`src/rtl/grabor_pkg.sv`:
```
// Shared types and constants for the frame player.
// Optional build macro: TEST_PATTERN_EN replaces SRAM pixel data with colour bars.
package grabor_pkg;

  localparam int SRAM_AW = 19;
  localparam int PIX_W   = 8;
  localparam int CNT_W   = 16;

  // Default raster timing (pixel periods / lines)
  localparam int DEF_H_ACTIVE = 320;
  localparam int DEF_H_BLANK  = 64;
  localparam int DEF_V_ACTIVE = 240;
  localparam int DEF_V_BLANK  = 1024;
  localparam int DEF_PIX_DIV  = 4;

  typedef enum logic [2:0] {
    IDLE,
    VLEAD,
    HACT,
    HBLK,
    VTAIL
  } state_e;

  // Colour-bar value for a pixel position within a line
  function automatic logic [PIX_W-1:0] bar_pixel(input logic [CNT_W-1:0] idx);
    return {idx[5:3], idx[5:3], idx[5:4]};
  endfunction

endpackage

```
`src/rtl/sync_edge.sv`:
```
// Three-flop synchroniser for an asynchronous level input.
module sync_edge (
  input  logic clk,
  input  logic rst_n,
  input  logic d,
  output logic q
);

  logic [2:0] sync_q;
  logic [2:0] sync_d;

  // Shift the raw level in one stage per clock
  always_comb begin
    sync_d = {sync_q[1:0], d};
  end

  // Synchroniser flops, cleared by reset
  always_ff @(posedge clk or negedge rst_n) begin
    if (!rst_n) sync_q <= '0;
    else        sync_q <= sync_d;
  end

  assign q = sync_q[2];

endmodule

```
`src/rtl/frame_player.sv`:
```
// Frame player: streams a raster of pixels read from SRAM with HSYNC/VSYNC framing.
// The read address is prefetched one pixel period ahead so PIXEL is stable for a
// whole active period. PIX_DIV must be at least 2.
// Optional build macro: TEST_PATTERN_EN (PIXEL shows colour bars, address still advances).
module frame_player
  import grabor_pkg::*;
#(
  parameter int H_ACTIVE = DEF_H_ACTIVE,
  parameter int H_BLANK  = DEF_H_BLANK,
  parameter int V_ACTIVE = DEF_V_ACTIVE,
  parameter int V_BLANK  = DEF_V_BLANK,
  parameter int PIX_DIV  = DEF_PIX_DIV
) (
  input  logic               clk,
  input  logic               rst_n,
  input  logic               PLAY,
  output logic [SRAM_AW-1:0] SRAM_RD_ADDR,
  input  logic [PIX_W-1:0]   SRAM_RD_Q,
  output logic               HSYNC,
  output logic               VSYNC,
  output logic [PIX_W-1:0]   PIXEL,
  output logic               BUSY,
  output logic               FRAME_DONE
);

  localparam logic [CNT_W-1:0] DIV_LAST  = CNT_W'(PIX_DIV - 1);
  localparam logic [CNT_W-1:0] HACT_LAST = CNT_W'(H_ACTIVE - 1);
  localparam logic [CNT_W-1:0] HBLK_LAST = CNT_W'(H_BLANK - 1);
  localparam logic [CNT_W-1:0] VBLK_LAST = CNT_W'(V_BLANK - 1);
  localparam logic [CNT_W-1:0] V_LINES   = CNT_W'(V_ACTIVE);

  state_e               state_q, state_d;
  logic [CNT_W-1:0]     div_q, div_d;
  logic [CNT_W-1:0]     cnt_q, cnt_d;
  logic [CNT_W-1:0]     line_q, line_d;
  logic [SRAM_AW-1:0]   addr_q, addr_d;
  logic [PIX_W-1:0]     pixel_q, pixel_d;
  logic                 frame_done_q, frame_done_d;

  logic                 play_s;
  logic                 tick;
  logic                 load;
  logic [CNT_W-1:0]     line_inc;
  logic [PIX_W-1:0]     load_val;

  sync_edge u_play_sync (
    .clk   (clk),
    .rst_n (rst_n),
    .d     (PLAY),
    .q     (play_s)
  );

  // Last clock of a pixel period
  assign tick     = (div_q == DIV_LAST);
  assign line_inc = line_q + 1'b1;

`ifdef TEST_PATTERN_EN
  // Position within the line of the pixel about to be loaded
  logic [CNT_W-1:0] next_idx;
  assign next_idx = (state_q == HACT) ? cnt_q + 1'b1 : '0;
  assign load_val = bar_pixel(next_idx);
`else
  assign load_val = SRAM_RD_Q;
`endif

  // Next-state, counters and prefetch: a pixel is loaded at the end of every
  // period that is followed by an active pixel, and the address then moves on.
  always_comb begin
    state_d      = state_q;
    div_d        = div_q;
    cnt_d        = cnt_q;
    line_d       = line_q;
    addr_d       = addr_q;
    pixel_d      = pixel_q;
    frame_done_d = 1'b0;
    load         = 1'b0;

    if (state_q != IDLE) div_d = tick ? '0 : div_q + 1'b1;

    case (state_q)
      IDLE: begin
        if (play_s) begin
          state_d = VLEAD;
          div_d   = '0;
          cnt_d   = '0;
          line_d  = '0;
          addr_d  = '0;
        end
      end
      VLEAD: begin
        if (tick) begin
          if (cnt_q == HBLK_LAST) begin
            state_d = HACT;
            cnt_d   = '0;
            load    = 1'b1;
          end else begin
            cnt_d = cnt_q + 1'b1;
          end
        end
      end
      HACT: begin
        if (tick) begin
          if (cnt_q == HACT_LAST) begin
            state_d = HBLK;
            cnt_d   = '0;
          end else begin
            cnt_d = cnt_q + 1'b1;
            load  = 1'b1;
          end
        end
      end
      HBLK: begin
        if (tick) begin
          if (cnt_q == HBLK_LAST) begin
            cnt_d  = '0;
            line_d = line_inc;
            if (line_inc < V_LINES) begin
              state_d = HACT;
              load    = 1'b1;
            end else begin
              state_d      = VTAIL;
              frame_done_d = 1'b1;
            end
          end else begin
            cnt_d = cnt_q + 1'b1;
          end
        end
      end
      VTAIL: begin
        if (tick) begin
          if (cnt_q == VBLK_LAST) begin
            cnt_d = '0;
            if (play_s) begin
              state_d = VLEAD;
              line_d  = '0;
              addr_d  = '0;
            end else begin
              state_d = IDLE;
            end
          end else begin
            cnt_d = cnt_q + 1'b1;
          end
        end
      end
      default: state_d = IDLE;
    endcase

    if (load) begin
      pixel_d = load_val;
      addr_d  = addr_q + 1'b1;
    end
  end

  // State and datapath registers, all cleared asynchronously
  always_ff @(posedge clk or negedge rst_n) begin
    if (!rst_n) begin
      state_q      <= IDLE;
      div_q        <= '0;
      cnt_q        <= '0;
      line_q       <= '0;
      addr_q       <= '0;
      pixel_q      <= '0;
      frame_done_q <= 1'b0;
    end else begin
      state_q      <= state_d;
      div_q        <= div_d;
      cnt_q        <= cnt_d;
      line_q       <= line_d;
      addr_q       <= addr_d;
      pixel_q      <= pixel_d;
      frame_done_q <= frame_done_d;
    end
  end

  assign VSYNC        = (state_q == VLEAD) || (state_q == HACT) || (state_q == HBLK);
  assign HSYNC        = (state_q == HACT);
  assign PIXEL        = HSYNC ? pixel_q : '0;
  assign BUSY         = (state_q != IDLE);
  assign FRAME_DONE   = frame_done_q;
  assign SRAM_RD_ADDR = addr_q;

endmodule

```
`config.mk`:
```
export PLATFORM = sky130hd
export DESIGN_NAME = frame_player
export DESIGN_NICKNAME = d
export VERILOG_FILES = /design/src/rtl/grabor_pkg.sv /design/src/rtl/sync_edge.sv /design/src/rtl/frame_player.sv
export SDC_FILE = /design/constraint.sdc
export NUM_CORES = 1
export LEC_CHECK = 0
export BUFFER_PORTS_ARGS = -buffer_cell sky130_fd_sc_hd__buf_2
export CAP_MARGIN = 20
export CORE_UTILIZATION = 45
export CTS_BUF_LIST = sky130_fd_sc_hd__clkbuf_2
export DETAILED_ROUTE_END_ITERATION = 10
export PLACE_DENSITY = 0.67
export SLEW_MARGIN = 20
export SYNTH_ARGS = -nofsm -noshare
export SYNTH_HDL_FRONTEND = slang
export SYNTH_SLANG_ARGS = --single-unit
```
`constraint.sdc`:
```
create_clock -name clk -period 3.09 [get_ports clk]
set_clock_uncertainty 0.1 [all_clocks]
set_input_delay 0.7725 -clock clk [delete_from_list [all_inputs] [get_ports clk]]
set_output_delay 0.7725 -clock clk [all_outputs]
set_load 0.05 [all_outputs]
```
### Word level (Yosys, flattened, before mapping)

Cells that the tools add are included.

* flip-flop bits (word level): 82
* output and inout port bits: 31

* multiplexer cells: 48
* eq/ne operators: 20
* reductions and logical operators: 12
* $add $sub $neg: 4
* magnitude comparators: 1

Operators with widths (number)
* 16-bit two-way mux: 16
* 19-bit two-way mux: 4
* 16-bit one-hot mux with 4 select lines: 1
* 16-bit by 1-bit adder with 16-bit output (second input constant): 3
* 16-bit one-hot mux with 3 select lines: 1
* 19-bit one-hot mux with 2 select lines: 1
* 3-bit two-way mux: 10
* 19-bit by 1-bit adder with 19-bit output (second input constant): 1
* 16-bit by 10-bit == test with 1-bit output (second input constant): 1
* 16-bit by 2-bit == test with 1-bit output (second input constant): 1
* 16-bit by 6-bit == test with 1-bit output (second input constant): 1
* 16-bit by 9-bit == test with 1-bit output (second input constant): 1
* 16-bit by 8-bit < comparator with 1-bit output (second input constant): 1
* 3-bit one-hot mux with 5 select lines: 1
* 1-bit two-way mux: 12
* 2-bit != test (second input constant): 6
* 5-bit AND reduction: 2
* 9-bit AND reduction: 1
* 3-bit nonzero test: 3
* 8-bit two-way mux: 1
* 2-bit by 1-bit != test with 1-bit output (second input constant): 4
* 3-bit by 2-bit == test with 1-bit output (second input constant): 2
* 3-bit != test (second input constant): 2
* 4-bit nonzero test: 1
* 7 further kinds: 8

### Depth between registers and ports, before layout

* depth in word-level cells: 8
* mapped depth: 10

### Cells and area by module

Synthesis repeated with hierarchy kept, for this count alone.

* cells, all modules: 503
* area total of the unflattened synthesis: 4556.9 sq um

Modules (own cells, without submodules)
* frame_player: seq. area each 1976.9 sq um, times used 1, area each 4481.8 sq um, cells each 500
* sync_edge: seq. area each 75.1 sq um, times used 1, area each 75.1 sq um, cells each 3

### Least setup slack after synthesis

Ideal clock, no wire load.

* kind: reg-to-output
* start point: register state_q[2]
* end point: output port PIXEL[0]
* buffers on the path: 2
* cell stages (with the launch flop): 6
* slack: 0.200 ns
* data arrival time: 2.017 ns
* cell sequence: dfrtp_1 clkbuf_1 nor2b_1 nor2b_1 clkbuf_1 and2_1

* cells in the longest elaborated chain, start to end: 2

Ends and longest elaborated chain
* from (decl): line frame_player.sv:32 `state_e state_q, state_d;`
* from (signal assigned): line frame_player.sv:165 `state_q <= state_d;`
* 3-bit by 2-bit == test with 1-bit output: line frame_player.sv:176 `assign HSYNC = (state_q == HACT);`
* net HSYNC: line frame_player.sv:19 `output logic HSYNC,`
* 8-bit two-way mux: line frame_player.sv:177 `assign PIXEL = HSYNC ? pixel_q : '0;`
* to (decl): line frame_player.sv:21 `output logic [PIX_W-1:0] PIXEL,`

The timed path passes the listed nets, and every way through them passes these cells.

### Final worst setup path

* start point: register line_q[1]
* end point: register pixel_q[1]

* cells in the longest elaborated chain, start to end: 6

Ends and longest elaborated chain
* from (decl): line frame_player.sv:35 `logic [CNT_W-1:0] line_q, line_d;`
* from (signal assigned): line frame_player.sv:168 `line_q <= line_d;`
* 16-bit by 1-bit adder with 16-bit output: line frame_player.sv:55 `assign line_inc = line_q + 1'b1;`
* 16-bit by 8-bit < comparator with 1-bit output: line frame_player.sv:117 `if (line_inc < V_LINES) begin`
* 1-bit two-way mux: line frame_player.sv:117
* 1-bit two-way mux: line frame_player.sv:114 `if (cnt_q == HBLK_LAST) begin`
* 1-bit two-way mux: line frame_player.sv:113 `if (tick) begin`
* 1-bit one-hot mux with 3 select lines: line frame_player.sv:80 `case (state_q)`
* to (signal assigned): line frame_player.sv:170 `pixel_q <= pixel_d;`
* to (decl): line frame_player.sv:37 `logic [PIX_W-1:0] pixel_q, pixel_d;`

No other way between the ends.
A chain may end at the register's enable or synchronous reset.

==> flow_metrics.py <==
metrics = {
    "sta": {
        "tightestPinTransition_ns": 0.659,
        "whs_ns": 0.0523,
        "final_hold_viol_count": 0,
        "fin_tns_setup_ns": 0,
        "fmax_mhz": 340,
        "slew_viol_final": 0,
        "fin_crit_sh_pct": 95.1,
        "fin_crit_ns": 2.94,
        "slew_headroom_pct": 55.9,
        "finalSetupViolations": 0,
    },
    "setup_path": {
        "path_cells": "ha_1 -> nand3_2 -> or4b_2 -> o21ai_1 -> nor4b_4 -> and4b_1 -> o211ai_1 -> a32o_1",
        "cp-end-kind": "register",
        "rrSetupSlack_ns": 0.15,
        "cp_top_family": "simple AND/OR/NAND/NOR gates",
        "max_stage_delay_ns": 0.66,
        "cp.arrival_ns": 3.33,
        "cp_max_fo": 8,
        "r2r_start": "line_q[1]",
        "crit_start": "line_q[1]",
        "cp-start-kind": "register",
        "critPathRequiredTime_ns": 3.48,
        "path_class": "reg -> reg",
        "cpMaxStageDelayCell": "or4b_2",
        "critical_path_buf_inv_count": 0,
    },
    "power_and_ir_drop": {
        "p_int_uw": 1880,
        "p_switching_uw": 1220,
        "p_seq_share_pct": 42.3,
        "swShare_pct": 39.3,
        "powerDensity_mw_per_mm2": 587,
        "p_leak_uw": 0.00231,
        "ir_drop_mv": 0.432,
        "p_comb_share_pct": 34.1,
        "clkPwrFrac_pct": 23.6,
    },
    "synth": {
        "synth_compound_area_share_pct": 20.0,
        "synth_mux_area_share_pct": 1.79,
        "ys_types": 52,
        "yosys.area.top_type": "dfrtp_1",
        "synth-seq-cells": 82,
        "yosysTopAreaCellShare_pct": 44.5,
        "async_reset_ff_share_pct": 100,
        "synth_nets": 533,
        "yosys.area_share.simple_pct": 27.1,
        "synthFlopType": "dfrtp_1",
        "yosys_warnings": 0,
        "synth_commonest_cells": "dfrtp_1 (82), o21ai_0 (55), nand2_1 (43), nor2_1 (38), a21oi_1 (34)",
        "post_synth_fa_ha_maj_area_fraction_pct": 1.09,
        "synthXorXnorAreaFrac_pct": 2.09,
        "avgSynthCellArea_um2": 8.90,
        "seq_area_frac_synth_pct": 44.5,
        "synth_cells": 518,
        "synth_top_family_by_area": "simple AND/OR/NAND/NOR gates",
        "synthesis.area_mm2": 0.00461,
        "synth_edf_count": 0,
        "synth_most_common_cell": "dfrtp_1",
        "synth.area.top_cells": "dfrtp_1 (45%), o21ai_0 (6.0%), o31ai_1 (4.2%), a21oi_1 (3.7%), nand2_1 (3.5%)",
    },
    "placed_design": {
        "place_inst": 685,
        "globalplace.congestion": 0.815,
        "dp_hpwl_um": 7320,
        "io_buffers": 41,
    },
    "floorplan": {
        "start_util_pct": 46.7,
        "pin_count": 42,
        "core_area_mm2": 0.00986,
        "die_y_um": 103,
        "die-area_mm2": 0.0107,
        "rows": 36,
        "dieWidth_um": 103,
    },
    "detailed_routing": {
        "drt-initial-drc-count": 227,
        "vias": 4184,
        "wire_per_inst_um": 15.6,
        "firstDrtPassIters": 6,
        "route.detailed.drc": 0,
        "wl_um": 11000,
        "vias_per_cell": 5.95,
        "ant_nets": 0,
    },
    "min_path": {
        "hp-class": "in -> async",
    },
    "global_route": {
        "track_usage_pct": 21.1,
        "grt_pass1_wl_um": 17800,
        "grt_max_degree": 44,
        "first_global_vias": 3688,
        "antenna_found_initial": 0,
        "overflow": 0,
    },
    "final_layout": {
        "finalNetCount": 582,
        "syn_to_final_growth_pct": 14.4,
        "final_cells": 703,
        "fin_util_pct": 53.5,
        "drive_above_1_share_pct": 17.2,
        "diodes": 0,
    },
    "clocking": {
        "numCtsBuffers": 9,
        "cts_max_level": 3,
        "cts_num_sinks": 82,
        "clkSlewWorstSetupHoldPaths_ns": 0.26,
        "cts_tree": "done",
        "clock_latency_ns": 0.57,
        "cts_root_buf": "clkbuf_2",
        "clockBufferDepth": 2,
        "cts_hold_buf": 0,
    },
    "flow_run": {
        "max-cap-violations": 0,
    },
    "outcome": {
        "outcome": "complete, no violations",
    },
}
-- area by class of cell --
cell class              count  area [um^2]
fillers                   897         4590
repair buffers             64          405
clock inverters             5          104
inverters                  14         52.6
clock buffers               9         45.0
well taps                 133          166
flip-flops and latches     82         2060
multi-input cells         396         2440
-- worst reg2reg max path, stage by stage (launching register included) --
cell and delay, ns:
dfrtp_1 0.45, ha_1 0.22, nand3_2 0.14, or4b_2 0.66, o21ai_1 0.17, nor4b_4 0.09
and4b_1 0.23, o211ai_1 0.56, a32o_1 0.28
-- logic make-up after synthesis --
group | after synthesis
simple gates | 224
compound gates | 149
flops | 82
buf+inv | 40
xor+xnor | 11
mux | 8
fa+ha+maj | 4
-- stage by stage --
step	instance area, um^2	total power, uW	worst slack (ns)
finish	5270	3100	0.150
floorplan	4610	2020	0.200
detailed placement	5050	2360	0.0648
global route	5270	3270	-0.00176
global placement	5050	2330	0.0912
CTS	5200	3090	0.00821
-- registers in the layout, summed over array words and instances (netlist names) --
register and flops:
line_q 16, div_q 16, FRAME_DONE 1, SRAM_RD_ADDR 19, cnt_q 16, u_play_sync.sync_q 3, pixel_q 8, state_q 3
-- layer usage --
metal / track usage, % / up-vias / share of wire, % / wire length, um
met3: 4.23 / 8 / 3.9 / 427
li1: - / 2038 / - / -
met1: 30.2 / 2045 / 47 / 5160
met4: 4.33 / 0 / 0.60 / 66
met2: 33.5 / 93 / 49 / 5340
met5: 0 / - / 0 / 0
-- cell usage in the layout (no fill, tap or decap), drive strengths merged, types with 4 or more instances in the layout --
cell	count
dfrtp	82
buf	64
o21ai	56
nand2	43
nor2	39
a21oi	34
nand3	27
o31ai	26
and3	20
nand4	19
and2	18
or4	16
inv	15
nor3	11
clkbuf	9
nor2b	8
a32o	7
a22o	6
mux2i	6
xnor2	6
xor2	5
or3	5
nor4	5
a31oi	5
ha	4
-- path summary, 6_finish.rpt --
check	endpoint	cells after the start
setup / recovery	pixel_q[1]	8
hold / removal	SRAM_RD_ADDR[13]	1
setup reg to reg	pixel_q[1]	8
hold reg to reg	u_play_sync.sync_q[1]	0
max in group asynchronous	line_q[0]	2
min in group clk	u_play_sync.sync_q[0]	1
-- power groups by stage --
stage,registers (uW),clock network [uW],logic (uW)
floorplan,1320,0,703
global placement,1320,0,1010
detailed placement,1320,0,1040
CTS,1300,745,1040
global route,1330,783,1160
finish,1310,731,1060
-- timing repair --
action | in CTS | in global routing
endpoints found under the setup margin | 0 | 56
setup buffers | 0 | 4
gates resized for setup | 0 | 12
endpoints found under the hold margin | 0 | 0
Power figures use the tool's default switching activity.
